==> src/rtl/mag_alarm_fsm.sv <==
// Debounced hysteretic alarm fed by magnitude-comparator flags.
// Emits rise/fall pulses, a saturating rise counter and a sticky flag error.
module mag_alarm_fsm #(
  parameter int DEBOUNCE = 4,
  parameter int CNT_W    = 8
) (
  input  logic             clk,
  input  logic             rst_n,
  input  logic             valid,
  input  logic             agtb,
  input  logic             aeqb,
  input  logic             altb,
  input  logic             clr,
  output logic             alarm,
  output logic             alarm_rise,
  output logic             alarm_fall,
  output logic [CNT_W-1:0] event_cnt,
  output logic             flag_err
);

  localparam int CntBits =
    ($clog2(DEBOUNCE + 1) < 2) ? 2 : $clog2(DEBOUNCE + 1);
  localparam logic [CntBits-1:0] DebLast = CntBits'(DEBOUNCE);
  localparam logic [CntBits-1:0] CntOne  = CntBits'(1);

  typedef enum logic [1:0] {
    IDLE,
    ARMING,
    ACTIVE,
    DISARMING
  } stateT;

  stateT state;
  logic [CntBits-1:0] cnt;
  logic [CntBits-1:0] cntInc;
  logic oneHot;
  logic illegal;
  logic above;
  logic below;

  assign oneHot  = $onehot({agtb, aeqb, altb});
  assign illegal = valid & ~oneHot;
  assign above   = valid & oneHot & agtb;
  assign below   = valid & oneHot & altb;
  assign cntInc  = cnt + 1'b1;

  always_ff @(posedge clk or negedge rst_n) begin
    if (!rst_n) begin
      state      <= IDLE;
      cnt        <= '0;
      alarm      <= 1'b0;
      alarm_rise <= 1'b0;
      alarm_fall <= 1'b0;
      event_cnt  <= '0;
      flag_err   <= 1'b0;
    end else begin
      alarm_rise <= 1'b0;
      alarm_fall <= 1'b0;
      if (illegal) flag_err <= 1'b1;
      unique case (state)
        IDLE: begin
          if (above) begin
            state <= ARMING;
            cnt   <= CntOne;
          end
        end
        ARMING: begin
          if (above) begin
            if (cntInc == DebLast) begin
              state      <= ACTIVE;
              cnt        <= '0;
              alarm      <= 1'b1;
              alarm_rise <= 1'b1;
              if (event_cnt != '1) event_cnt <= event_cnt + 1'b1;
            end else begin
              cnt <= cntInc;
            end
          end else if (below) begin
            state <= IDLE;
            cnt   <= '0;
          end
        end
        ACTIVE: begin
          if (below) begin
            state <= DISARMING;
            cnt   <= CntOne;
          end
        end
        DISARMING: begin
          if (below) begin
            if (cntInc == DebLast) begin
              state      <= IDLE;
              cnt        <= '0;
              alarm      <= 1'b0;
              alarm_fall <= 1'b1;
            end else begin
              cnt <= cntInc;
            end
          end else if (above) begin
            state <= ACTIVE;
            cnt   <= '0;
          end
        end
        default: begin
          state <= IDLE;
          cnt   <= '0;
        end
      endcase
      // clear overrides a coincident rise or illegal sample
      if (clr) begin
        event_cnt <= '0;
        flag_err  <= 1'b0;
      end
    end
  end

endmodule

==> config.mk <==
export PLATFORM = sky130hd
export DESIGN_NAME = mag_alarm_fsm
export DESIGN_NICKNAME = d
export VERILOG_FILES = /design/src/rtl/mag_alarm_fsm.sv
export SDC_FILE = /design/constraint.sdc
export NUM_CORES = 1
export LEC_CHECK = 0
export BUFFER_PORTS_ARGS = -buffer_cell sky130_fd_sc_hd__buf_2
export CAP_MARGIN = 25
export CORE_MARGIN = 3
export CORE_UTILIZATION = 47
export CTS_BUF_LIST = sky130_fd_sc_hd__clkbuf_8 sky130_fd_sc_hd__clkbuf_16
export DETAILED_ROUTE_END_ITERATION = 10
export PLACE_DENSITY = 0.74
export SYNTH_ARGS = -nofsm -noshare
export SYNTH_HDL_FRONTEND = slang
export SYNTH_SLANG_ARGS = --single-unit
==> constraint.sdc <==
create_clock -name clk -period 2.12 [get_ports clk]
set_input_delay 0.424 -clock clk [delete_from_list [all_inputs] [get_ports clk]]
set_output_delay 0.424 -clock clk [all_outputs]
set_load 0.1 [all_outputs]
# --- Yosys cells after proc, flatten, opt, wreduce, memory -nomap -nowiden ---
# Index checks and enable logic that the tools add are counted.
word_totals:
  inputBits: 7
  out_inout_bits: 12
  elab_cells: 77
  register_bits: 17
op_classes:
  n_eq_ne: 16
  n_reduce_logical: 11
  n_bitwise: 5
  addsub: 4
  n_mux: 34
op_table:
  columns: ["operator", "count"]
  rows:
  - ["$mux 8", 5]
  - ["$mux 3", 7]
  - ["$mux 2", 8]
  - ["$ne 2x2->1 const B", 6]
  - ["$ne 3x3->1 const B", 4]
  - ["$pmux 3 s4", 1]
  - ["$reduce_bool 2->1", 6]
  - ["$mux 1", 11]
  - ["$add 8x1->8 const B", 1]
  - ["$ne 8x8->1 const B", 1]
  - ["$pmux 2 s4", 1]
  - ["$reduce_and 4->1", 2]
  - ["$reduce_and 6->1", 1]
  - ["$reduce_and 5->1", 1]
  - ["$and 1x1->1", 4]
  - ["$eq 2x1->1 const B", 2]
  - ["$eq 2x2->1 const B", 2]
  - ["$add 3x1->3 const B", 1]
  - ["$eq 3x3->1 const B", 1]
  - ["$add 1x1->2", 1]
  - ["$add 2x1->2", 1]
  - ["$logic_not 2->1", 1]
  - ["$pmux 1 s2", 1]
  - ["$not 1->1", 1]

# --- Depth between registers and ports, before layout ---
# Gate-level depths: netlist (run 1).
logic_depth:
  ltp_word: 8
  ltp_mapped: 8
  mapped_depth_nobuf: 6

# --- Least setup slack after synthesis (run 1) ---
# Ideal clock, no wire load.
synth_path:
  path_kind: "input to register"
  startpoint: "input port agtb"
  endpoint: "register event_cnt[5]"
  cell_stages: 7
  slack_ns: -0.399
  setup_time_ns: 0.125
  t_arrival_ns: 2.394
  path_cell_list: "inv_1 -> fa_1 -> nand3b_1 -> or4_1 -> buf_2 -> nor4_1 -> mux2_2"
synth_via:
  elab_chain_cells: 6
synth_lines:
  columns: ["item", "line", "source"]
  rows:
  - ["start, declared", "10", "input logic agtb,"]
  - ["$add 2x1->2 (not written as such)", "41", "assign oneHot = $onehot({agtb, aeqb, altb});"]
  - ["$eq 2x1->1", "41", null]
  - ["$and 1x1->1", "43", "assign above = valid & oneHot & agtb;"]
  - ["$and 1x1->1 *", "43", null]
  - ["$reduce_bool 2->1 (no line) *", null, null]
  - ["$reduce_and 4->1 (no line) *", null, null]
  - ["end signal, assigned", "74", "if (event_cnt != '1) event_cnt <= event_cnt + 1'b1;"]
  - ["end, declared", "17", "output logic [CNT_W-1:0] event_cnt,"]
# Mark *: on every way between the ends. The rest lies on a longest branch, timed or not.
# A chain may end at the register's enable or synchronous reset.

# --- Worst setup path after layout (run 1) ---
layout_path:
  startpoint: "input port aeqb"
  endpoint: "register event_cnt[7]"
layout_via:
  elab_chain_cells: 7
layout_lines:
  columns: ["item", "line", "source"]
  rows:
  - ["start, declared", "11", "input logic aeqb,"]
  - ["$add 1x1->2 (not written as such)", "41", null]
  - ["$add 2x1->2 (not written as such)", "41", null]
  - ["$eq 2x1->1", "41", null]
  - ["$and 1x1->1 (2 in series)", "43", null]
  - ["$reduce_bool 2->1 (no line)", null, null]
  - ["$reduce_and 4->1 (no line)", null, null]
# No other way between the ends.

==> impl_metrics.json, run 1 <==
{
  "critPathArrivalTime_ps": 2320,
  "cts_buffers": 3,
  "status": "finished with violations",
  "yosysTopAreaCell": "dfrtp_1",
  "critical_path_class": "input pin to flip-flop",
  "grt_use_total_pct": 17.9,
  "syn_area_sq_um": 920,
  "finalPower_mw": 0.903,
  "rsz0062_at_grt": "yes",
  "h-tree-depth": 1,
  "final_util_pct": 72.0,
  "ctsRootBufferMaster": "clkbuf_8",
  "antenna_left": 0,
  "viasPerCell": 5.49,
  "tightest_slew_ps": 488,
  "critPathMaxFanout": 8,
  "synthesis.nets": 103,
  "synth_top_area_share_pct": 46.3,
  "route.detailed.drc": 0,
  "gr-total-overflow": 0,
  "tns_ps": -46.5,
  "synth_top_flop_cell": "dfrtp_1",
  "dr.pass1.iters": 4,
  "cp-start-kind": "input pin",
  "dpl_cell_area_sq_um": 1120,
  "syn_inst": 92,
  "antenna_found_initial": 0,
  "die_y_microns": 50.2,
  "fin_crit_sh_pct": 101,
  "worstPathRequired_ps": 2300,
  "die_w_microns": 50.2,
  "fmax_mhz": 467,
  "area_growth_pct": 39.6,
  "dieArea_sq_um": 2520,
  "maxCapViolCount": 0,
  "violations": "negative setup slack",
  "dp.final_hpwl_microns": 1430,
  "fin_area_sq_um": 1280,
  "io-pin-count": 19,
  "cp-end-kind": "flip-flop",
  "wirelength_microns": 2120,
  "holdWs_ps": 77.0,
  "synthArstFlopShare_pct": 100,
  "timing.final.ws_setup_ps": -21.3,
  "synth_edf_count": 0,
  "layout_common_cells": "dfrtp_1, buf_2, buf_4",
  "min_period_ps": 2140,
  "n_antenna_cell": 0,
  "gp_congestion": 0.849,
  "cts_sinks": 17,
  "reg2reg_depth": 6,
  "slew-limit-headroom_pct": 67.7,
  "drt-initial-drc-count": 15,
  "grt_max_degree": 18,
  "leakage_nw": 0.603,
  "netlist_top_cells_area": "dfrtp_1, a21oi_1, ha_1",
  "vdd_ir_drop_max_mv": 0.693,
  "p_per_area_nw_per_um2": 704,
  "yosys_warnings": 0,
  "drive_gt1_share_pct": 39.2,
  "vias": 823,
  "start_util_pct": 51.6,
  "rows": 15,
  "num-nets-final": 137,
  "post_drt_wl_per_cell_microns": 14.2,
  "ys_seq_area_share_pct": 46.3,
  "cts_tree": "yes",
  "final_common_cell": "dfrtp_1",
  "synth_cell_types": 34,
  "grt_pass1_vias": 829,
  "portBuffers": 18,
  "place_inst": 141,
  "core_area_sq_um": 1780,
  "hold_violations": 0,
  "pre_cts_slack_ps": -446,
  "synth_seq_cells": 17,
  "min_path_type": "input pin to asynchronous set/reset pin",
  "grt_pass1_wl_microns": 3390,
  "setup_violations": 3,
  "fin_cells": 150,
  "synth_area_per_cell_sq_um": 10.0,
  "clk_latency_ps": 260,
  "drv_slew": 0,
  "finClkSkew_ps": 9.24,
  "clk_pin_slew_worst_paths_ps": 70,
  "clk_path_buf_depth": 2
}
power by group:
part | internal [mW] | total (mW) | switching, mW
Combinational | 0.143 | 0.277 | 0.133
Clock | 0.130 | 0.243 | 0.113
Sequential | 0.360 | 0.383 | 0.0237
cell type report:
class                           count  area [sq um]
Multi-Input combinational cell     66           515
Sequential cell                    17           425
Inverter                            5          28.8
Clock inverter                      1          5.00
Timing Repair Buffer               33           236
Tap cell                           25          31.3
Clock buffer                        3          41.3
Fill cell                         123           499
cell usage after synthesis, types with 3 or more instances:
master	count
nor2_1	5
nand3_1	4
nand2_1	6
a21oi_1	8
inv_1	5
or4_1	3
nor2b_1	3
dfrtp_1	17
ha_1	3
o31ai_1	3
path summary, 6_finish.rpt:
check                      startpoint           end  slack, ps
min in group clk                valid      flag_err        420
max                              aeqb  event_cnt[7]        -20
min reg2reg                  state[1]         alarm        490
max in group asynchronous       rst_n    alarm_fall       1760
min                             rst_n  event_cnt[7]         80
max reg2reg                    cnt[0]  event_cnt[7]         50
worst max-delay path, stage by stage:
cell      delay (ps)
buf_8             80
inv_8             20
fa_1             470
nand3b_1         200
or4_4            500
buf_6            170
or3_1            320
a21oi_1          140
kinds of logic after synthesis:
group / after synthesis / synth area share (%)
adders and majority gates: 4 / 6.26
xor gates and xnor gates: 2 / 1.91
DFF: 17 / 46.3
and+or+nand+nor: 35 / 21.6
AOI/OAI and AO/OA: 22 / 16.2
buffers and inverters: 9 / 4.22
muxes: 3 / 3.54
per-layer routing:
metal  vias up  global-route usage [%]  share of wire, %
li1        401                       -                 -
met1       399                    19.7                43
met2        19                    30.4                50
met4         0                    11.1               2.2
met5         -                       0                 0
met3         4                    4.75               4.1
sequential cells by signal, summed over array words and instances, names as in the netlist:
name	count
event_cnt	8
flag_err	1
alarm_fall	1
state	2
alarm_rise	1
alarm	1
cnt	3
what timing repair did:
item | 4_1_cts | 5_1_grt
pin swaps | 9 | 6
gates resized for setup | 12 | 7
buffers inserted | 4 | 1
endpoints found under the hold margin | 0 | 0
endpoints found under the setup margin | 8 | 8
hold buffers | 0 | 0
No activity file was read; power rests on OpenSTA's default activity.
==> run 2: changes to the inputs <==
--- a/config.mk
+++ b/config.mk
@@ -12,6 +12,7 @@
 export CTS_BUF_LIST = sky130_fd_sc_hd__clkbuf_8 sky130_fd_sc_hd__clkbuf_16
 export DETAILED_ROUTE_END_ITERATION = 10
 export PLACE_DENSITY = 0.74
+export SKIP_CTS_REPAIR_TIMING = 1
 export SYNTH_ARGS = -nofsm -noshare
 export SYNTH_HDL_FRONTEND = slang
 export SYNTH_SLANG_ARGS = --single-unit
==> run 2 against run 1 <==
Against the previous run: the flow still finishes with violations (negative setup slack); setup slack got worse by 120 ps; power is essentially flat; critical path depth did not move; die area unchanged; critical path type unchanged; largest power group unchanged; highest routed layer unchanged.
==> impl_metrics.json, run 2 (synthesis results as in run 1) <==
{
  "grt_pass1_wl_microns": 3190,
  "cts_sinks": 17,
  "rsz0062_at_grt": "yes",
  "viasPerCell": 5.56,
  "worst_path_largest_cell_delay_ps": 590,
  "cp.depth": 8,
  "cp_top_family": "simple AND/OR/NAND/NOR gates",
  "vias": 817,
  "clk_path_buf_depth": 2,
  "p_clk_share_pct": 26.8,
  "io-pin-count": 19,
  "die_y_microns": 50.2,
  "worstPathRequired_ps": 2240,
  "swShare_pct": 30.2,
  "antenna_found_initial": 0,
  "status": "finished with violations",
  "cp-end-kind": "flip-flop",
  "reg2reg_slack_ps": 20,
  "gr-total-overflow": 0,
  "drive_gt1_share_pct": 36.9,
  "portBuffers": 18,
  "layout_common_cells": "dfrtp_1, buf_2, buf_4",
  "ctsRootBufferMaster": "clkbuf_8",
  "largest_reg_flops": 8,
  "grt_pass1_vias": 789,
  "path_buf_inv": 3,
  "leakage_nw": 0.583,
  "n_antenna_cell": 0,
  "area_growth_pct": 34.8,
  "drt-initial-drc-count": 14,
  "reg2reg_depth": 6,
  "nFillCells": 130,
  "min_path_type": "input pin to asynchronous set/reset pin",
  "core_area_sq_um": 1780,
  "fin_crit_sh_pct": 106,
  "clk_pin_slew_worst_paths_ps": 70,
  "cp-start-kind": "input pin",
  "setup_violations": 8,
  "crit_chain": "buf_8, inv_4, fa_1, nand3b_1, or4_4, buf_2, o21ai_0, o41ai_1",
  "vdd_ir_drop_max_mv": 0.689,
  "dr.pass1.iters": 4,
  "gp_congestion": 0.849,
  "wirelength_microns": 2100,
  "dp.final_hpwl_microns": 1430,
  "post_drt_wl_per_cell_microns": 14.3,
  "finClkSkew_ps": 5.85,
  "critical_path_class": "input pin to flip-flop",
  "slew-limit-headroom_pct": 67.8,
  "timing.final.ws_setup_ps": -137,
  "drv_slew": 0,
  "top_regs": "event_cnt x8, cnt x3, state x2",
  "comb_power_share_pct": 30.7,
  "grt_use_total_pct": 17.0,
  "violations": "negative setup slack",
  "grt_max_degree": 18,
  "slowest_stage": "or4_4",
  "share_seq_of_total_power_pct": 42.5,
  "regMostFlops": "event_cnt",
  "tightest_slew_ps": 487,
  "pre_cts_slack_ps": -446,
  "start_util_pct": 51.6,
  "num-nets-final": 134,
  "hold_violations": 0,
  "cts_buffers": 3,
  "critPathMaxFanout": 8,
  "route.detailed.drc": 0,
  "fmax_mhz": 443,
  "final_common_cell": "dfrtp_1",
  "rows": 15,
  "maxCapViolCount": 0,
  "p_per_area_nw_per_um2": 729,
  "intPower_mw": 0.631,
  "cts_tree": "yes",
  "min_period_ps": 2260,
  "die_w_microns": 50.2,
  "switchingPower_mw": 0.273,
  "dieArea_sq_um": 2520,
  "final_util_pct": 69.5,
  "r2r-start": "cnt[0]",
  "antenna_left": 0,
  "clk_latency_ps": 250,
  "critPathArrivalTime_ps": 2380,
  "r2r-end": "event_cnt[1]",
  "h-tree-depth": 1
}
==> run 2: cell count changes in the layout (fill, tap and decap cells not counted) <==
| cell | previous run | this run |
|---|---|---|
| nor3b_1 | 0 | 1 |
| buf_8 | 2 | 1 |
| nor4b_2 | 0 | 1 |
| inv_4 | 1 | 2 |
| nor4b_4 | 1 | 0 |
| inv_2 | 1 | 0 |
| nor3b_2 | 2 | 1 |
| buf_2 | 15 | 16 |
| buf_4 | 13 | 10 |
==> run 2: worst max-delay path by stage <==
| stage | endpoint | slack [ps] | startpoint |
|---|---|---|---|
| after floorplan | event_cnt[5] | -230 | aeqb |
| after global placement | event_cnt[5] | -400 | aeqb |
| after detailed placement | event_cnt[5] | -450 | aeqb |
| after CTS | event_cnt[7] | -180 | aeqb |
| final | event_cnt[1] | -140 | agtb |
| after global routing | event_cnt[1] | -220 | agtb |
==> run 2: metal layers <==
layer / wire, microns / track usage [%]
met1: 917 / 18.7
met2: 1040 / 28.5
met3: 95 / 4.75
met4: 46 / 11.1
met5: 0 / 0
==> run 2: final cells by class <==
type | instances | area (sq um) | area share [%]
Multi-Input combinational cell | 66 | 502 | 40.5
Sequential cell | 17 | 425 | 34.3
Timing Repair Buffer | 30 | 204 | 16.4
Clock buffer | 3 | 41.3 | 3.33
Inverter | 5 | 31.3 | 2.52
Tap cell | 25 | 31.3 | 2.52
Clock inverter | 1 | 5.00 | 0.404
==> run 2: worst register-to-register path, delay by kind of cell, from the launching register on <==
kind,cells,cell delay (ps)
DFF,1,390
and+or+nand+nor,1,620
adders and majority gates,1,240
AOI/OAI and AO/OA,2,380
xor gates and xnor gates,1,160
buffers and inverters,1,190
==> run 2: stage by stage <==
step           cell area (sq um)  hold slack (ps)  TNS [ps]  total power [mW]  instances
6_report                    1240             81.6      -707             0.903        147
5_1_grt                     1240             99.4     -1030             0.955        147
4_1_cts                     1160             97.0      -907             0.895        145
3_5_place_dp                1120              371     -3220             0.653        141
3_3_place_gp                1120              365     -2840             0.647        141
2_1_floorplan                946              128     -1250             0.535         92
==> run 2: power by group through the flow <==
stage	registers, mW	logic [mW]	clock network, mW
after floorplan	0.413	0.122	0
after global placement	0.388	0.259	0
after detailed placement	0.390	0.263	0
after CTS	0.384	0.264	0.246
after global routing	0.386	0.305	0.265
final	0.384	0.278	0.242
==> run 3: changes to the inputs <==
--- a/config.mk
+++ b/config.mk
@@ -8,11 +8,10 @@
 export BUFFER_PORTS_ARGS = -buffer_cell sky130_fd_sc_hd__buf_2
 export CAP_MARGIN = 25
 export CORE_MARGIN = 3
-export CORE_UTILIZATION = 47
+export CORE_UTILIZATION = 56
 export CTS_BUF_LIST = sky130_fd_sc_hd__clkbuf_8 sky130_fd_sc_hd__clkbuf_16
 export DETAILED_ROUTE_END_ITERATION = 10
-export PLACE_DENSITY = 0.74
-export SKIP_CTS_REPAIR_TIMING = 1
+export PLACE_DENSITY = 0.82
 export SYNTH_ARGS = -nofsm -noshare
 export SYNTH_HDL_FRONTEND = slang
 export SYNTH_SLANG_ARGS = --single-unit
==> constraint.sdc (replaced) <==
create_clock -name clk -period 2.63 [get_ports clk]
set_input_delay 0.526 -clock clk [delete_from_list [all_inputs] [get_ports clk]]
set_output_delay 0.526 -clock clk [all_outputs]
set_load 0.1 [all_outputs]
==> run 3 against run 2 <==
Against the previous run: the run now ends clean; hold slack gained 100 ps; clock skew shrank 4.3 ps; count of clock-buffer cells in the layout is the same; wire length shrank 10%; setup slack gained 270 ps; sequential share of layout area grew 3.9 points; critical path depth shrank 1; clock power shrank 21%; non-clock buffer count shrank 5; power shrank 27%; register-to-register slack gained 310 ps; critical path type unchanged; combinational power shrank 49%.
==> impl_metrics.json, run 3 (synthesis results as in run 1) <==
{
  "post_cts.repair.setup_buffers": 0,
  "antenna_left": 0,
  "viasPerCell": 5.91,
  "grt_pass1_vias": 760,
  "cts_buffers": 3,
  "cts_hold_buf": 0,
  "cp_top_family": "simple AND/OR/NAND/NOR gates",
  "layout_common_cells": "buf_2, dfrtp_1, a21oi_1",
  "core_area_sq_um": 1520,
  "finClkSkew_ps": 1.58,
  "n_antenna_cell": 0,
  "cts_sinks": 17,
  "area_growth_pct": 21.1,
  "fin_area_sq_um": 1110,
  "clk_pin_slew_worst_paths_ps": 70,
  "switchingPower_mw": 0.200,
  "gp_congestion": 0.830,
  "p_per_area_nw_per_um2": 591,
  "rsz0062_at_grt": "no",
  "rows": 14,
  "cts_tree": "yes",
  "tightest_slew_ps": 489,
  "slowest_stage": "or4_1",
  "min_path_type": "input pin to asynchronous set/reset pin",
  "post_drt_wl_per_cell_microns": 14.1,
  "regMostFlops": "event_cnt",
  "drive_gt1_share_pct": 26.5,
  "largest_reg_flops": 8,
  "worstPathRequired_ps": 2770,
  "min_period_ps": 2490,
  "gr-total-overflow": 0,
  "final_common_cell": "buf_2",
  "critical_path_class": "input pin to flip-flop",
  "cp-end-kind": "flip-flop",
  "num-nets-final": 129,
  "intPower_mw": 0.459,
  "p_clk_share_pct": 29.1,
  "ctsRootBufferMaster": "clkbuf_8",
  "dp.final_hpwl_microns": 1330,
  "dieArea_sq_um": 2160,
  "timing.final.ws_setup_ps": 137,
  "share_seq_of_total_power_pct": 49.2,
  "path_buf_inv": 2,
  "vdd_ir_drop_max_mv": 0.502,
  "worst_path_largest_cell_delay_ps": 610,
  "setup_violations": 0,
  "top_regs": "event_cnt x8, cnt x3, state x2",
  "antenna_found_initial": 0,
  "maxCapViolCount": 0,
  "grt_use_total_pct": 20.0,
  "grt_pass1_wl_microns": 3120,
  "leakage_nw": 0.546,
  "hold_violations": 0,
  "crit_chain": "buf_2, inv_1, fa_1, nand3b_1, or4_1, nor4_2, mux2_2",
  "comb_power_share_pct": 21.7,
  "clk_path_buf_depth": 2,
  "route.detailed.drc": 0,
  "fmax_mhz": 401,
  "drt-initial-drc-count": 20,
  "die_w_microns": 46.5,
  "cts_resized": 0,
  "slew-limit-headroom_pct": 67.6,
  "fin_crit_sh_pct": 94.8,
  "finalPower_mw": 0.658,
  "dr.pass1.iters": 4,
  "wirelength_microns": 1880,
  "cp-start-kind": "input pin",
  "die_y_microns": 46.5,
  "drv_slew": 0,
  "pre_cts_slack_ps": -120,
  "status": "finished, final reports clean",
  "portBuffers": 18,
  "h-tree-depth": 1,
  "critPathMaxFanout": 7,
  "vias": 786,
  "final_util_pct": 73.1,
  "clk_latency_ps": 250,
  "dpl_cell_area_sq_um": 1060,
  "swShare_pct": 30.3,
  "start_util_pct": 60.3,
  "grt_max_degree": 18,
  "io-pin-count": 19,
  "critPathArrivalTime_ps": 2630
}
==> run 3: cell type report <==
class,instances,area (sq um)
flip-flops and latches,17,425
repair buffers,25,143
inverters,5,18.8
fillers,121,410
multi-input cells,66,462
clock buffers,3,41.3
well taps,16,20.0
clock inverters,1,3.75
==> run 3: through the flow <==
step	instances	TNS (ps)	hold WS, ps
floorplan	92	0	230
global placement	129	-208	466
detailed placement	129	-446	469
CTS	133	0	201
global route	133	0	203
finish	133	0	183
==> run 3: power groups by stage <==
stage	registers, mW	logic (mW)	clock network, mW
after floorplan	0.333	0.0973	0
after global placement	0.326	0.140	0
after detailed placement	0.328	0.142	0
after CTS	0.323	0.143	0.193
after global routing	0.328	0.163	0.205
final	0.324	0.143	0.192
==> run 3: worst paths after layout <==
check / from / end / slack [ps] / depth (start not counted)
hold / removal: rst_n / cnt[1] / 180 / 1
setup reg to reg: cnt[0] / event_cnt[5] / 330 / 5
max in group asynchronous: rst_n / flag_err / 2170 / 1
setup / recovery: agtb / event_cnt[5] / 140 / 7
min in group clk: state[1] / alarm / 500 / 1
hold reg to reg: state[1] / alarm / 500 / 1
==> run 3: per-layer routing <==
metal | GRT usage [%] | up-vias | wire [microns]
met3 | 3.91 | 2 | 80
met1 | 29.4 | 377 | 937
met4 | 7.39 | 0 | 14
met5 | 0 | - | 0
li1 | - | 386 | -
met2 | 28.8 | 21 | 846
==> run 3: worst register-to-register path, stage by stage (launching register included) <==
cell and delay [ps]:
dfrtp_1 420, ha_1 260, xnor2_1 170, or4_1 670, nor4_2 320, mux2_2 350
